**src/rtl/edge_evt_pkg.sv**
```systemverilog
// Shared types for the edge-event arbiter: event record, output-register states
// and the channel-count ceiling.
package edge_evt_pkg;

    localparam int MAX_CH   = 16;
    localparam int MAX_CH_W = $clog2(MAX_CH);

    typedef struct packed {
        logic [MAX_CH_W-1:0] ch;
        logic                pol;
    } evt_t;

    typedef enum logic {
        EMPTY = 1'b0,
        FULL  = 1'b1
    } out_state_e;

endpackage

```
**src/rtl/edge_event_arbiter_if.sv**
```systemverilog
// Valid/ready event port: the arbiter is the master, the consumer is the slave.
interface edge_event_arbiter_if #(
    parameter int N_CH = 4
);
    localparam int CH_W = $clog2(N_CH);

    logic            evt_valid;
    logic            evt_ready;
    logic [CH_W-1:0] evt_ch;
    logic            evt_pol;

    modport master (output evt_valid, output evt_ch, output evt_pol, input evt_ready);
    modport slave  (input evt_valid, input evt_ch, input evt_pol, output evt_ready);
endinterface

```
**src/rtl/edge_sync_det.sv**
```systemverilog
// One channel: multi-flop synchronizer, previous-value register and
// enable-gated rising/falling edge strobes.
module edge_sync_det #(
    parameter int SYNC_STAGES = 2
) (
    input  logic clk,
    input  logic rst_n,
    input  logic din,
    input  logic pos_en,
    input  logic neg_en,
    output logic rise,
    output logic fall
);
    logic [SYNC_STAGES-1:0] sync_q, sync_d;
    logic                   prev_q, prev_d;
    logic                   s;

    assign s = sync_q[SYNC_STAGES-1];

    always_comb begin
        sync_d = {sync_q[SYNC_STAGES-2:0], din};
        prev_d = s;
    end

    always_ff @(posedge clk or negedge rst_n) begin
        if (!rst_n) begin
            sync_q <= '0;
            prev_q <= 1'b0;
        end else begin
            sync_q <= sync_d;
            prev_q <= prev_d;
        end
    end

    assign rise = s & ~prev_q & pos_en;
    assign fall = ~s & prev_q & neg_en;
endmodule

```
**src/rtl/edge_event_arbiter.sv**
```systemverilog
// Edge-event scheduler: per-channel edge detectors feed one-deep pending slots,
// which a round-robin arbiter drains onto a single valid/ready event port.
module edge_event_arbiter
    import edge_evt_pkg::*;
#(
    parameter int N_CH        = 4,
    parameter int SYNC_STAGES = 2
) (
    input  logic                  clk,
    input  logic                  rst_n,
    input  logic [N_CH-1:0]       din,
    input  logic [N_CH-1:0]       pos_en,
    input  logic [N_CH-1:0]       neg_en,
    input  logic                  ovf_clr,
    output logic [N_CH-1:0]       ovf,
    edge_event_arbiter_if.master  evt
);
    localparam int CH_W = $clog2(N_CH);

    logic [N_CH-1:0] rise, fall;
    logic [N_CH-1:0] pend_v_q, pend_v_d;
    logic [N_CH-1:0] pend_pol_q, pend_pol_d;
    logic [N_CH-1:0] ovf_q, ovf_d, ovf_set;
    logic [CH_W-1:0] rr_ptr_q, rr_ptr_d;
    logic [CH_W-1:0] out_ch_q, out_ch_d;
    logic            out_pol_q, out_pol_d;
    out_state_e      state_q, state_d;

    logic [CH_W-1:0] grant_ch, idx;
    logic            grant_found, take, do_grant, granted_c;

    for (genvar g = 0; g < N_CH; g++) begin : g_ch
        edge_sync_det #(.SYNC_STAGES(SYNC_STAGES)) u_det (
            .clk    (clk),
            .rst_n  (rst_n),
            .din    (din[g]),
            .pos_en (pos_en[g]),
            .neg_en (neg_en[g]),
            .rise   (rise[g]),
            .fall   (fall[g])
        );
    end

    // Rotating priority: the channel just after the last grant is looked at first.
    always_comb begin
        grant_found = 1'b0;
        grant_ch    = '0;
        idx         = '0;
        for (int i = 1; i <= N_CH; i++) begin
            idx = CH_W'((int'(rr_ptr_q) + i) % N_CH);
            if (!grant_found && pend_v_q[idx]) begin
                grant_found = 1'b1;
                grant_ch    = idx;
            end
        end
    end

    assign take     = (state_q == EMPTY) || evt.evt_ready;
    assign do_grant = take && grant_found;

    // A slot being drained this cycle can accept a new edge without overflowing.
    always_comb begin
        pend_v_d   = pend_v_q;
        pend_pol_d = pend_pol_q;
        ovf_set    = '0;
        granted_c  = 1'b0;
        for (int c = 0; c < N_CH; c++) begin
            granted_c = do_grant && (grant_ch == CH_W'(c));
            if (granted_c) pend_v_d[c] = 1'b0;
            if (rise[c] || fall[c]) begin
                if (!pend_v_q[c] || granted_c) begin
                    pend_v_d[c]   = 1'b1;
                    pend_pol_d[c] = rise[c];
                end else begin
                    ovf_set[c] = 1'b1;
                end
            end
        end
        ovf_d = (ovf_clr ? '0 : ovf_q) | ovf_set;
    end

    always_comb begin
        state_d   = state_q;
        out_ch_d  = out_ch_q;
        out_pol_d = out_pol_q;
        rr_ptr_d  = rr_ptr_q;
        if (take) begin
            if (grant_found) begin
                state_d   = FULL;
                out_ch_d  = grant_ch;
                out_pol_d = pend_pol_q[grant_ch];
                rr_ptr_d  = grant_ch;
            end else begin
                state_d = EMPTY;
            end
        end
    end

    always_ff @(posedge clk or negedge rst_n) begin
        if (!rst_n) begin
            pend_v_q   <= '0;
            pend_pol_q <= '0;
            ovf_q      <= '0;
            rr_ptr_q   <= CH_W'(N_CH - 1);
            out_ch_q   <= '0;
            out_pol_q  <= 1'b0;
            state_q    <= EMPTY;
        end else begin
            pend_v_q   <= pend_v_d;
            pend_pol_q <= pend_pol_d;
            ovf_q      <= ovf_d;
            rr_ptr_q   <= rr_ptr_d;
            out_ch_q   <= out_ch_d;
            out_pol_q  <= out_pol_d;
            state_q    <= state_d;
        end
    end

    assign evt.evt_valid = (state_q == FULL);
    assign evt.evt_ch    = out_ch_q;
    assign evt.evt_pol   = out_pol_q;
    assign ovf           = ovf_q;
endmodule

```
**src/flat_wrapper.sv**
```systemverilog
// flat-port wrapper written by rule: the top's interface ports become plain ports
module edge_event_arbiter_flat import edge_evt_pkg::*;
#(
    parameter int N_CH        = 4,
    parameter int SYNC_STAGES = 2
)
  (clk, rst_n, din, pos_en, neg_en, ovf_clr, ovf, evt_evt_valid, evt_evt_ch, evt_evt_pol, evt_evt_ready);
  edge_event_arbiter_if #(.N_CH(N_CH)) evt_i ();
  input  logic clk;
  input  logic rst_n;
  input  logic [N_CH-1:0] din;
  input  logic [N_CH-1:0] pos_en;
  input  logic [N_CH-1:0] neg_en;
  input  logic ovf_clr;
  output logic [N_CH-1:0] ovf;
  output wire logic [$bits(evt_i.evt_valid)-1:0] evt_evt_valid;
  output wire logic [$bits(evt_i.evt_ch)-1:0] evt_evt_ch;
  output wire logic [$bits(evt_i.evt_pol)-1:0] evt_evt_pol;
  input wire logic [$bits(evt_i.evt_ready)-1:0] evt_evt_ready;
  assign evt_evt_valid = evt_i.evt_valid;
  assign evt_evt_ch = evt_i.evt_ch;
  assign evt_evt_pol = evt_i.evt_pol;
  assign evt_i.evt_ready = evt_evt_ready;
  edge_event_arbiter #(.N_CH(N_CH), .SYNC_STAGES(SYNC_STAGES)) u_core (.clk(clk), .rst_n(rst_n), .din(din), .pos_en(pos_en), .neg_en(neg_en), .ovf_clr(ovf_clr), .ovf(ovf), .evt(evt_i));
endmodule
```
**config.mk**
```make
export PLATFORM = sky130hd
export DESIGN_NAME = edge_event_arbiter_flat
export DESIGN_NICKNAME = d
export VERILOG_FILES = /design/src/rtl/edge_evt_pkg.sv /design/src/rtl/edge_event_arbiter_if.sv /design/src/rtl/edge_sync_det.sv /design/src/rtl/edge_event_arbiter.sv /design/src/flat_wrapper.sv
export SDC_FILE = /design/constraint.sdc
export NUM_CORES = 1
export LEC_CHECK = 0
export CAP_MARGIN = 0
export CORE_MARGIN = 1.5
export CORE_UTILIZATION = 45
export CTS_CLUSTER_SIZE = 10
export DETAILED_ROUTE_END_ITERATION = 8
export PLACE_DENSITY = 0.8
export SLEW_MARGIN = 10
export SYNTH_ARGS = -nofsm -noshare
export SYNTH_HDL_FRONTEND = slang
export SYNTH_SLANG_ARGS = --single-unit
```
**constraint.sdc**
```tcl
create_clock -name clk -period 1.7 [get_ports clk]
set_input_delay 0.34 -clock clk [delete_from_list [all_inputs] [get_ports clk]]
set_output_delay 0.34 -clock clk [all_outputs]
set_load 0.005 [all_outputs]
```
# == Word-level counts from Yosys, hierarchy flattened ==
# Index checks and enable logic that the tools add are counted.
# word_totals
ff_bits,30
in_bits,16
out_inout_bits,8
elab_cells,126
# classes
n_addsub,4
order_cmp,5
n_eq_ne,3
mux,40
bitwise_logic,26
n_reduce_logical,30
# op_table
cell,n
$mux W1,30
$and A1 B1 Y1,16
$lt A2 B3 Y1 const B,5
$bmux W1 S2,5
$reduce_and A2 Y1,5
$logic_or A1 B1 Y1,9
$not A1 Y1,9
$logic_and A1 B1 Y1,8
$mux W2,4
$logic_not A1 Y1,7
$add A2 B1 Y2 const B,2
$add A2 B2 Y2 const B,2
$eq A2 B2 Y1 const B,2
$mux W4,1
$or A4 B4 Y4,1
$eq A2 B1 Y1 const B,1
$logic_not A2 Y1,1

# == Depth between registers and ports, before layout ==
# depth
depth_word,19
ltp_mapped,6
depth_no_buf,5

# == Hierarchy ==
# From an unflattened synthesis, not the netlist that was laid out.
# hier_totals
cells_unflattened,107
hier_area_um2,1234.9
# modules_own_cells
mod,instances,cells_per_inst,area_each_um2,seq_area_each_um2
edge_event_arbiter,1,87,864.6,452.9
edge_sync_det,4,5,92.6,75.1

# == Least setup slack after synthesis ==
# Ideal clock, no wire load.
# synth_timing
path_kind,register to register
startpoint,reg u_core.rr_ptr_q[0]
endpoint,reg u_core.pend_pol_q[3]
setup_time_ns,0.124
arrival_time_ns,1.507
required_ns,1.576
path_slack_ns,0.070
stages_incl_launch_ff,7
path_buffers,1
period_less_slack_ns,1.630
path_cell_list,dfstp_2 nand2b_1 a21boi_1 o211a_1 buf_2 o21ai_1 a211o_1
# synth_via
elab_chain_cells,17
word_cells_on_any_way,31
cone_classes,add/sub (4); eq/ne (1); mux (16); reduce/logical (10)
# synth_rtl
element,line_no,rtl
"start, declared",edge_event_arbiter.sv:24,"logic [CH_W-1:0] rr_ptr_q, rr_ptr_d;"
"start signal, assigned",edge_event_arbiter.sv:104,rr_ptr_q <= CH_W'(N_CH - 1);
"start signal, assigned",edge_event_arbiter.sv:112,rr_ptr_q <= rr_ptr_d;
$add A2 B1 Y2,edge_event_arbiter.sv:50,idx = CH_W'((int'(rr_ptr_q) + i) % N_CH);
$bmux W1 S2,edge_event_arbiter.sv:51,if (!grant_found && pend_v_q[idx]) begin
$mux W1 (implied by the code),edge_event_arbiter.sv:51,
$mux W1,edge_event_arbiter.sv:51,
$logic_not A1 Y1,edge_event_arbiter.sv:51,
$logic_and A1 B1 Y1,edge_event_arbiter.sv:51,
$mux W1,edge_event_arbiter.sv:51,
$logic_not A1 Y1,edge_event_arbiter.sv:51,
$logic_and A1 B1 Y1,edge_event_arbiter.sv:51,
$mux W1,edge_event_arbiter.sv:51,
$logic_not A1 Y1,edge_event_arbiter.sv:51,
$logic_and A1 B1 Y1,edge_event_arbiter.sv:51,
$mux W2 or $mux W1 (tied branches),edge_event_arbiter.sv:51,
$eq A2 B2 Y1 or $logic_and A1 B1 Y1 (tied branches),"edge_event_arbiter.sv:68, edge_event_arbiter.sv:59",
$logic_and A1 B1 Y1 (*),edge_event_arbiter.sv:68,granted_c = do_grant && (grant_ch == CH_W'(c));
$logic_or A1 B1 Y1 (*),edge_event_arbiter.sv:71,if (!pend_v_q[c] || granted_c) begin
$reduce_and A2 Y1 (no source line) (*),-,
"end signal, assigned",edge_event_arbiter.sv:110,pend_pol_q <= pend_pol_d;
"end, declared",edge_event_arbiter.sv:22,"logic [N_CH-1:0] pend_pol_q, pend_pol_d;"
# Every way passes the cells marked *; elsewhere a longest branch is shown, timed or not. The select of a mux whose other input is x is not followed.
# A chain may end at the register's enable or synchronous reset.

# == Final worst setup path ==
# layout_timing
startpoint,reg u_core.rr_ptr_q[0]
endpoint,reg u_core.out_pol_q (netlist: u_core.evt.evt_pol)
# layout_via
elab_chain_cells,15
word_cells_on_any_way,29
cone_classes,add/sub (4); mux (18); reduce/logical (7)
# layout_rtl
element,line_no,rtl
$add A2 B1 Y2,edge_event_arbiter.sv:50,
$bmux W1 S2,edge_event_arbiter.sv:51,
$mux W1 (implied by the code),edge_event_arbiter.sv:51,
$mux W1,edge_event_arbiter.sv:51,
$logic_not A1 Y1,edge_event_arbiter.sv:51,
$logic_and A1 B1 Y1,edge_event_arbiter.sv:51,
$mux W1,edge_event_arbiter.sv:51,
$logic_not A1 Y1,edge_event_arbiter.sv:51,
$logic_and A1 B1 Y1,edge_event_arbiter.sv:51,
$mux W1,edge_event_arbiter.sv:51,
$logic_not A1 Y1,edge_event_arbiter.sv:51,
$logic_and A1 B1 Y1,edge_event_arbiter.sv:51,
$mux W2,edge_event_arbiter.sv:51,
$bmux W1 S2,edge_event_arbiter.sv:91,out_pol_d = pend_pol_q[grant_ch];
$mux W1 (implied by the code),edge_event_arbiter.sv:91,
"end signal, assigned",edge_event_arbiter.sv:114,out_pol_q <= out_pol_d;
"end, declared",edge_event_arbiter.sv:26,"logic out_pol_q, out_pol_d;"
# Several ways; a longest one is shown, not always the timed one. The select of a mux whose other input is x is not followed.

==> impl_summary.txt <==
----------------------------------------------------
[Run status]
  Outcome ... complete, no violations

[STA]
  Minimum hold slack ... 0.358 ns
  Share of the clock period used by the worst path ... 0.996
  Clock period minus final worst setup slack ... 1.69 ns
  Pins Over Slew Limit ... 0
  Worst setup margin ... 0.00636 ns
  Aggregate negative setup slack ... 0 ns
  Setup-violating endpoint count in the final report ... 0
  Unrepaired setup endpoints after global routing ... yes
  Fmax achieved ... 590 MHz
  Worst Max-Slew Pin Slew ... 0.452 ns
  Relative slew slack ... 0.695
  Number of endpoints with negative hold slack in the final report ... 0
  Clock Skew ... 0.00991 ns

[Floorplan]
  Die width ... 55.3 um
  Area of the die ... 0.00305 mm2
  Effective utilization at floorplan ... 0.487
  Floorplan core area ... 0.00252 mm2
  Die Y-Extent ... 55.3 um
  Number of top-level design ports ... 24
  Count of standard-cell rows ... 18

[Layout]
  Area of all placed cells without fillers ... 0.00174 mm2
  Commonest non-fill, non-tap cell in the layout ... dfrtp_1
  Final standard cell count with taps included and fillers excluded ... 188
  Syn-to-layout area delta ... 42.0%
  Final Net Count ... 173
  Most used cells in the layout excluding fill and tap cells ... dfrtp_1, clkdlybuf4s50_1, buf_4, nand2_1
  Diodes inserted ... 0
  Fraction of layout instances using a drive strength above 1 ... 0.266
  Share of the core filled with cells in the final layout ... 0.691

[Global route]
  Pin count of the biggest net entering global routing ... 31
  Combined global-route utilization of all metal layers ... 0.180
  Total congestion overflow after global routing ... 0
  Initial antenna violation count ... 0
  Global-route wire length before repair ... 4.20 mm
  Via count of the first global-routing pass ... 947

[Route]
  DR WL/cell ... 14.4 um
  Post-route DRC violation count ... 0
  Drt first pass iters ... 4
  Total wire length ... 2.71 mm
  Via density per instance ... 5.46
  Count of routing violations after the opening detailed-route iteration ... 45
  Antenna viol nets, final ... 0
  Routed via count ... 1027

[Setup path]
  Data required time of the critical path ... 1.89 ns
  CP Max Fanout ... 5
  Critical path class ... reg -> reg
  Data arrival time of the critical path ... 1.88 ns
  Sort of element at the start of the critical path ... flip-flop
  Setup crit end kind ... flip-flop
  Cell depth of the worst flop-to-flop path ... 6

[Power and ir drop]
  Static leakage ... 0.794 nW
  Power density of the placed cells ... 1700 mW/mm2
  Peak VDD IR ... 1030 uV
  Total chip power ... 2.96 mW

[Place]
  Number of instances in the placed design ... 177
  Dpl cell area ... 0.00160 mm2
  # port buffers ... 23
  Post-place setup slack ... -0.251 ns
  Routability cong. ... 0.835
  Half-perimeter wire length of the detailed placement result ... 1.86 mm

[Clock network]
  Depth of the CTS H-tree ... 2
  Root cell of the clock tree ... clkbuf_4
  Sink Count ... 30
  Number of buffers on the longest clock path ... 2
  Number of buffers inserted during clock tree synthesis ... 5
  Clock-pin slew of the registers on the worst-case setup and hold paths ... 0.09 ns
  CTS tree ... done
  Hold-fix buffers at CTS ... 0
  Clock latency on the worst-skew pair ... 0.33 ns

[Hold path]
  Min-delay worst type ... reg -> reg
  Cell depth of the worst hold path ... 0

[Logic synthesis]
  Number of unique standard cell types used by synthesis ... 29
  Average cell area after synthesis ... 11.0 um2
  Cell taking the most area after synthesis ... dfrtp_1
  Top post-synthesis cells by area ... dfrtp_1, dfstp_2, nand2_1, inv_1, nor2_1
  Share of the yosys chip area belonging to registers ... 0.613
  Share of the synthesized area in the top cell type ... 0.570
  Number of warnings printed during yosys synthesis ... 0
  Post-Syn Nets ... 128
  Number of cells produced by synthesis ... 112
  Flop and latch count out of synthesis ... 30
  Area of the mapped netlist ... 0.00123 mm2

[Job]
  Max Cap Violations ... 0

----------------------------------------------------
-- metal layers --
layer / vias to the layer above / track usage / share of wire
li1: 494 / - / -
met1: 483 / 0.204 / 0.39
met2: 44 / 0.298 / 0.52
met3: 6 / 0.0679 / 0.069
met4: 0 / 0.0871 / 0.017
met5: - / 0 / 0
-- sequential cells by signal, summed over array words and instances, names as in the netlist --
signal,count
u_core.rr_ptr_q,2
u_core.evt.evt_ch,2
u_core.evt.evt_valid,1
u_core.pend_pol_q,4
u_core.pend_v_q,4
u_core.evt.evt_pol,1
u_core.ovf,4
u_core.g_ch.u_det.prev_q,4
u_core.g_ch.u_det.sync_q,8
-- synth_stat cells --
library cell and count:
dfrtp_1 28, nand2_1 14, inv_1 11, nor2_1 11, o21ai_1 6, a31oi_1 5
o22ai_1 4, o211a_1 3, a211o_1 2, a21oi_1 2, and3b_1 2, dfstp_2 2
mux2i_1 2, nand2b_1 2, nor2b_1 2, o21ai_0 2, o221ai_1 2, a21boi_1 1
a21boi_2 1, a221oi_1 1, a221oi_2 1, buf_2 1, nand2b_4 1, nand3_1 1
nand4_1 1, o211ai_1 1, o221a_1 1, o41ai_1 1, or2_2 1
-- final timing paths --
| check | start | to | slack, ns |
|---|---|---|---|
| max in group asynchronous | rst_n | u_core.rr_ptr_q[1] | 1.00 |
| hold reg to reg | u_core.g_ch[1].u_det.sync_q[0] | u_core.g_ch[1].u_det.sync_q[1] | 0.36 |
| setup reg to reg | u_core.rr_ptr_q[0] | u_core.evt.evt_pol | 0.006 |
| min in group asynchronous | rst_n | u_core.pend_pol_q[0] | 0.39 |
| setup / recovery | u_core.rr_ptr_q[0] | u_core.evt.evt_pol | 0.006 |
| hold / removal | u_core.g_ch[1].u_det.sync_q[0] | u_core.g_ch[1].u_det.sync_q[1] | 0.36 |
-- logic make-up after synthesis --
family	synth area share
AND/OR/NAND/NOR	0.136
AO/OA/AOI/OAI	0.197
flip-flops	0.613
buffers and inverters	0.0377
multiplexers	0.0163
-- critical path, stage by stage, from the launching register on --
cell,delay [ns]
dfstp_2,0.57
nand2b_4,0.13
a21boi_4,0.20
o211a_4,0.22
buf_12,0.12
mux2i_1,0.18
o221ai_1,0.13
-- area by class of cell --
type / count / area (um2)
inverters: 11 / 41.3
repair buffers: 39 / 363
fillers: 194 / 778
flip-flops and latches: 30 / 756
multi-input cells: 70 / 495
well taps: 30 / 37.5
clock inverters: 2 / 10.0
clock buffers: 6 / 41.3
-- where the power goes --
part           total, mW  leakage, nW  internal [mW]  switching [mW]
Combinational       1.45        0.418          0.819           0.629
Clock              0.391       0.0320          0.157           0.234
Sequential          1.12        0.343          0.918           0.201
Total               2.96        0.794           1.89            1.06
-- timing repair --
action                                  in CTS  in global routing
setup buffers                                0                  3
endpoints found under the setup margin       5                  8
resized for setup                            6                 10
pin swaps                                    1                  4
Power figures use the tool's default switching activity.
